===== src/rtl/ring_stop_if.sv =====
// Tile-side channel between a tile and its ring stop.
// send: the tile holds send_ready with stable send_data until send_done pulses.
// recv: recv_data is the word on offer while recv_valid is high; the tile takes it
//       in any cycle where recv_ready is also high.
interface tile_if;
    logic [31:0] send_data;
    logic        send_ready;
    logic        send_done;
    logic [31:0] recv_data;
    logic        recv_valid;
    logic        recv_ready;

    // Ring-stop side of the channel.
    modport mesh (
        input  send_data,
        input  send_ready,
        input  recv_ready,
        output send_done,
        output recv_data,
        output recv_valid
    );

    // Tile side of the channel.
    modport tile (
        output send_data,
        output send_ready,
        output recv_ready,
        input  send_done,
        input  recv_data,
        input  recv_valid
    );
endinterface


===== src/rtl/ring_stop.sv =====
// One stop on a unidirectional ring. Words addressed to this node are ejected
// into a small FIFO for the tile; everything else is forwarded through a single
// output register. The tile's words are injected into that same register when it
// is free, with a starvation counter that eventually holds off through traffic.
//
// Link handshake: a word moves across a link in every cycle where valid and
// ready are both high; the sender keeps data stable while valid && !ready.
module ring_stop #(
    parameter int NODE_ID    = 0,
    parameter int ID_W       = 4,
    parameter int FIFO_DEPTH = 4,
    parameter int STARVE_MAX = 8
) (
    input  logic        clk,
    input  logic        rst,
    tile_if.mesh        tile,
    input  logic [31:0] link_in_data,
    input  logic        link_in_valid,
    output logic        link_in_ready,
    output logic [31:0] link_out_data,
    output logic        link_out_valid,
    input  logic        link_out_ready,
    // Debug view of the starvation counter.
    output logic [$clog2(STARVE_MAX+1)-1:0] starve_count
);
    localparam int CNT_W = $clog2(STARVE_MAX + 1);
    localparam int AW    = $clog2(FIFO_DEPTH);
    localparam logic [ID_W-1:0]  NODE_ADDR = ID_W'(NODE_ID);
    localparam logic [CNT_W-1:0] CNT_MAX   = CNT_W'(STARVE_MAX);

    // Eject FIFO storage; the extra pointer bit separates full from empty.
    logic [31:0] mem [FIFO_DEPTH];
    logic [AW:0] wr_ptr;
    logic [AW:0] rd_ptr;
    logic        fifo_full;
    logic        fifo_empty;

    logic        send_done_q;
    logic        is_local;
    logic        out_free;
    logic        inj_priority;
    logic        fwd_accept;
    logic        push;
    logic        pop;
    logic        inj_ok;

    // Routing decisions for this cycle: eject/forward/inject arbitration.
    always_comb begin
        is_local      = (link_in_data[31 -: ID_W] == NODE_ADDR);
        fifo_empty    = (wr_ptr == rd_ptr);
        fifo_full     = ((wr_ptr ^ rd_ptr) == {1'b1, {AW{1'b0}}});
        out_free      = !link_out_valid || link_out_ready;
        inj_priority  = (starve_count == CNT_MAX);
        // Ejects only care about FIFO space; through traffic also yields to a starved tile.
        link_in_ready = is_local ? !fifo_full : (out_free && !inj_priority);
        fwd_accept    = link_in_valid && link_in_ready && !is_local;
        push          = link_in_valid && link_in_ready && is_local;
        pop           = !fifo_empty && tile.recv_ready;
        // The send_done cycle is excluded so a still-held word is not captured twice.
        inj_ok        = tile.send_ready && !send_done_q && out_free && !fwd_accept;
    end

    // Output register: forwarded words first, then tile injections.
    always_ff @(posedge clk) begin
        if (rst) begin
            link_out_valid <= 1'b0;
            link_out_data  <= '0;
        end else if (fwd_accept) begin
            link_out_valid <= 1'b1;
            link_out_data  <= link_in_data;
        end else if (inj_ok) begin
            link_out_valid <= 1'b1;
            link_out_data  <= tile.send_data;
        end else if (link_out_ready) begin
            link_out_valid <= 1'b0;
        end
    end

    // One-cycle acknowledge to the tile after its word was captured.
    always_ff @(posedge clk) begin
        if (rst) begin
            send_done_q <= 1'b0;
        end else begin
            send_done_q <= inj_ok;
        end
    end

    // Count cycles the tile waited without getting onto the ring, saturating.
    always_ff @(posedge clk) begin
        if (rst) begin
            starve_count <= '0;
        end else if (inj_ok) begin
            starve_count <= '0;
        end else if (tile.send_ready && !send_done_q && !inj_priority) begin
            starve_count <= starve_count + 1'b1;
        end
    end

    // FIFO pointers; a push is never issued while full, so push+pop is always safe.
    always_ff @(posedge clk) begin
        if (rst) begin
            wr_ptr <= '0;
            rd_ptr <= '0;
        end else begin
            if (push) begin
                wr_ptr <= wr_ptr + 1'b1;
            end
            if (pop) begin
                rd_ptr <= rd_ptr + 1'b1;
            end
        end
    end

    // FIFO storage write; contents need no reset because the head is masked when empty.
    always_ff @(posedge clk) begin
        if (push) begin
            mem[wr_ptr[AW-1:0]] <= link_in_data;
        end
    end

    // Tile-facing outputs.
    always_comb begin
        tile.send_done  = send_done_q;
        tile.recv_valid = !fifo_empty;
        tile.recv_data  = fifo_empty ? 32'd0 : mem[rd_ptr[AW-1:0]];
    end
endmodule


===== src/flat_wrapper.sv =====
// flat-port wrapper written by rule: the top's interface ports become plain ports
module ring_stop_flat 
#(
    parameter int NODE_ID    = 0,
    parameter int ID_W       = 4,
    parameter int FIFO_DEPTH = 4,
    parameter int STARVE_MAX = 8
)
  (clk, rst, link_in_data, link_in_valid, link_in_ready, link_out_data, link_out_valid, link_out_ready, starve_count, tile_send_data, tile_send_ready, tile_recv_ready, tile_send_done, tile_recv_data, tile_recv_valid);
  tile_if tile_i ();
  input  logic clk;
  input  logic rst;
  input  logic [31:0] link_in_data;
  input  logic link_in_valid;
  output logic link_in_ready;
  output logic [31:0] link_out_data;
  output logic link_out_valid;
  input  logic link_out_ready;
  output logic [$clog2(STARVE_MAX+1)-1:0] starve_count;
  input wire logic [$bits(tile_i.send_data)-1:0] tile_send_data;
  input wire logic [$bits(tile_i.send_ready)-1:0] tile_send_ready;
  input wire logic [$bits(tile_i.recv_ready)-1:0] tile_recv_ready;
  output wire logic [$bits(tile_i.send_done)-1:0] tile_send_done;
  output wire logic [$bits(tile_i.recv_data)-1:0] tile_recv_data;
  output wire logic [$bits(tile_i.recv_valid)-1:0] tile_recv_valid;
  assign tile_i.send_data = tile_send_data;
  assign tile_i.send_ready = tile_send_ready;
  assign tile_i.recv_ready = tile_recv_ready;
  assign tile_send_done = tile_i.send_done;
  assign tile_recv_data = tile_i.recv_data;
  assign tile_recv_valid = tile_i.recv_valid;
  ring_stop #(.NODE_ID(NODE_ID), .ID_W(ID_W), .FIFO_DEPTH(FIFO_DEPTH), .STARVE_MAX(STARVE_MAX)) u_core (.clk(clk), .rst(rst), .tile(tile_i), .link_in_data(link_in_data), .link_in_valid(link_in_valid), .link_in_ready(link_in_ready), .link_out_data(link_out_data), .link_out_valid(link_out_valid), .link_out_ready(link_out_ready), .starve_count(starve_count));
endmodule

===== config.mk =====
export PLATFORM = sky130hd
export DESIGN_NAME = ring_stop_flat
export DESIGN_NICKNAME = d
export VERILOG_FILES = /design/src/rtl/ring_stop_if.sv /design/src/rtl/ring_stop.sv /design/src/flat_wrapper.sv
export SDC_FILE = /design/constraint.sdc
export NUM_CORES = 1
export LEC_CHECK = 0
export CAP_MARGIN = 20
export CORE_ASPECT_RATIO = 1.2
export CORE_MARGIN = 2
export CORE_UTILIZATION = 51
export DETAILED_ROUTE_END_ITERATION = 16
export GPL_TIMING_DRIVEN = 0
export HOLD_SLACK_MARGIN = 0.02
export PLACE_DENSITY = 0.77
export SLEW_MARGIN = 20
export SYNTH_ARGS = -nofsm -noshare
export SYNTH_HDL_FRONTEND = slang
export SYNTH_SLANG_ARGS = --single-unit

===== constraint.sdc =====
create_clock -name clk -period 4.75 [get_ports clk]
set_input_delay 1.425 -clock clk [delete_from_list [all_inputs] [get_ports clk]]
set_output_delay 1.425 -clock clk [all_outputs]
set_load 0.01 [all_outputs]

==> results by group <==
Outcome
  • Status: complete, no violations

Floorplanning
  • Initial Util: 52.3%
  • Width of the die: 111 µm
  • Die Span Y: 132 µm
  • Die Footprint: 14,600 µm²
  • Core area: 13,300 µm²
  • IO Pins: 142
  • Num rows: 46

Timing
  • Final setup violation count: 0
  • Fin worst setup slack: 0.0223 ns
  • Slew margin rel.: 50.6%
  • Final Hold Vio Count: 0
  • Final Hold Slack: 0.489 ns
  • Max Slew Vio Count: 0
  • FMAX: 212 MHz
  • Final worst path period share: 99.5%
  • Min Tclk post-route: 4.73 ns
  • Slew @ Worst Pin: 0.736 ns
  • Worst Skew: 0.00584 ns

Finish
  • Fraction of layout cells with a size suffix above 1: 15.1%
  • Area grow syn2layout: 34.0%
  • # diodes: 0
  • Fin nets: 701

Clock tree
  • Clock Latency Late Sink: 0.42 ns
  • H-tree depth: 4
  • Cts bufs inserted: 17
  • Clock Pin Slew Worst Setup and Hold Paths: 0.06 ns
  • Clk buf depth: 2
  • Cts hold-fix bufs: 0
  • Clk sinks: 174
  • CTS tree: built
  • Root buffer cell: clkbuf_16

Yosys
  • Yosys cell types: 32
  • Most frequent cell after synthesis: edfxtp_1
  • Cells after Synth: 456
  • Synthesized area: 6950 µm²
  • Syn Nets: 533
  • Mean Syn Cell Area: 15.3 µm²
  • Synthesis-stage register bit count: 174
  • Post-synthesis sequential area ratio: 68.5%
  • Post-synth ARST share: 0%
  • Synth area leader: edfxtp_1
  • Dominant synthesized flop cell: edfxtp_1
  • EDFF count, synth: 128
  • Most frequent cells after synthesis: edfxtp_1, nand2_1, dfxtp_1, and2_1, nor2_1
  • YS warnings: 0
  • Share of the synthesized area in the top cell type: 55.3%
  • Synth area leaders: edfxtp_1, dfxtp_1, mux4_2

Detailed routing
  • Total Wirelength: 17,400 µm
  • Post-DR wirelength/cell: 21.6 µm
  • Drt initial violations: 379
  • DRT antenna net count: 0
  • DR vias/cell: 5.73
  • Drt drc: 0
  • Vias: 4,616
  • Drt first pass iters: 5

Critical path
  • Reg2Reg Setup Slack: 2.46 ns
  • Critical path type: input port to output pin
  • Worst R2R Path Depth: 7
  • Required time worst endpoint: 3.32 ns
  • Critical Path Slowest Stage Cell: or4_4
  • Max incr delay on CP: 0.60 ns
  • Critical Path End Type: output pin
  • Worst path most repeated cell: a31oi_2
  • Crit-path cells: dlygate4sd2_1, or4_4, a31oi_2, a31oi_2, inv_1, clkdlybuf4s50_1
  • Worst EP arrival: 3.30 ns
  • RR Startpoint: u_core.wr_ptr[0]
  • Reg-to-Reg End: u_core.wr_ptr[2]
  • Startpoint Class: input port
  • Crit Path Max Fanout: 6

Global route
  • Largest net degree at the start of global routing: 27
  • Vias in the first global route: 5,010
  • Antenna violations before repair: 0
  • Total gr overflow: 0
  • Overall track demand over capacity in global routing: 24.8%
  • First-pass GRT wire length: 27,500 µm

Flow run
  • Max Cap Violations: 0

Min path
  • Hold EP: u_core.link_out_data[23]
  • Min-delay worst type: register to register
  • Hold Crit Depth: 2
  • Hold Path Origin: u_core.link_out_data[23]

Placed design
  • Input/output buffers: 141
  • HPWL after DPL: 11,900 µm
  • GPL Wtd Cong: 0.829
  • Dpl ws: -0.360 ns

Pwr
  • Max IR drop VDD: 0.283 mV
  • Leak: 3.14 nW
  • Power per cell area: 366 nW/µm²
==> metal layers <==
metal  share of wire [%]  global-route usage (%)  vias to the layer above  wire length, µm
li1                    -                       -                     2059                -
met1                  38                    28.9                     2315             6620
met2                  53                    43.4                      195             9180
met3                 5.6                    5.52                       47              976
met4                 3.6                    12.3                        0              631
met5                   0                       0                        -                0
==> report_power, final <==
part,internal (mW),switching (mW),total [mW]
clock,0.797,0.594,1.39
sequential,1.66,0.0192,1.68
combinational,0.173,0.164,0.338
==> worst max-delay path: cells and delay by family <==
family,cells,cell delay [ns]
AND/OR/NAND/NOR,1,0.60
AO/OA/AOI/OAI,2,0.34
buffers and inverters,3,0.93
==> registers in the layout, summed over array words and instances, names as in the netlist, named ones only <==
name and cells:
u_core.link_out_data 32, u_core.link_out_valid 1, u_core.mem 128, u_core.rd_ptr 3, u_core.starve_count 4, u_core.tile.send_done 1, u_core.wr_ptr 3
==> stage by stage <==
step           instances  util, %  total power, mW  instance area [µm²]  TNS [ns]
2_1_floorplan        456        -             1.85                 6950         0
3_3_place_gp         765     64.5             2.04                 8580    -31.91
3_5_place_dp         771     65.4             2.05                 8700    -0.360
4_1_cts              805     70.0             3.42                 9310         0
5_1_grt              805     70.1             3.52                 9320   -0.0283
6_report             805     70.1             3.41                 9320         0
==> cell usage in the layout (no fill, tap or decap), types with 3 or more instances in the layout <==
| cell | synthesis | layout |
|---|---|---|
| xnor2_1 | 5 | 5 |
| nand2_1 | 64 | 64 |
| xor2_1 | 3 | 3 |
| a311oi_1 | 28 | 28 |
| clkinv_4 | 0 | 3 |
| buf_4 | 5 | 7 |
| mux2i_1 | 6 | 6 |
| and2_1 | 37 | 34 |
| clkdlybuf4s50_1 | 0 | 137 |
| nor2_1 | 37 | 37 |
| clkbuf_16 | 0 | 17 |
| buf_2 | 6 | 6 |
| and2_2 | 0 | 3 |
| dlygate4sd2_1 | 0 | 4 |
| o22ai_1 | 4 | 4 |
| edfxtp_1 | 128 | 128 |
| nand2b_1 | 4 | 4 |
| inv_1 | 7 | 7 |
| ha_1 | 7 | 7 |
| inv_6 | 0 | 5 |
| clkbuf_1 | 16 | 16 |
| dfxtp_1 | 46 | 46 |
| mux4_2 | 32 | 32 |
==> worst max-delay path by stage <==
stage,cells after the start,startpoint,slack [ns],to
2_1_floorplan,2,link_in_data[28],0.77,u_core.mem[3][0]
3_3_place_gp,3,link_in_data[28],-0.88,u_core.mem[3][12]
6_report,6,link_in_data[30],0.02,link_in_ready
3_5_place_dp,5,link_in_data[28],-0.36,link_in_ready
5_1_grt,6,link_in_data[30],-0.03,link_in_ready
4_1_cts,6,link_in_data[30],0.08,link_in_ready
==> area by class of cell <==
cell class	count	area, µm²
Sequential cell	174	4760
Fill cell	883	3980
Multi-Input combinational cell	248	2060
Timing Repair Buffer	149	1530
Clock buffer	18	439
Tap cell	168	210
Clock inverter	14	155
Buffer	27	128
Inverter	7	26.3
==> cells by family (layout without fill, tap and decap cells) <==
kind of cell               count (synthesis)  in the layout  synth area share, %
DFF                                      174            174                 68.5
and+or+nand+nor                          152            152                 10.3
AOI/OAI and AO/OA                         41             41                 5.16
muxes                                     40             40                 11.6
buffers and inverters                     34            215                 2.21
xor gates and xnor gates                   8              8                 1.01
adders and majority gates                  7              7                 1.26
==> repair_timing <==
item,4_1_cts,5_1_grt
endpoints found under the setup margin,1,1
pin swaps,1,0
buffers inserted,2,0
resized for setup,5,1
hold endpoints to repair,0,0
No activity file was read; power rests on OpenSTA's default activity.
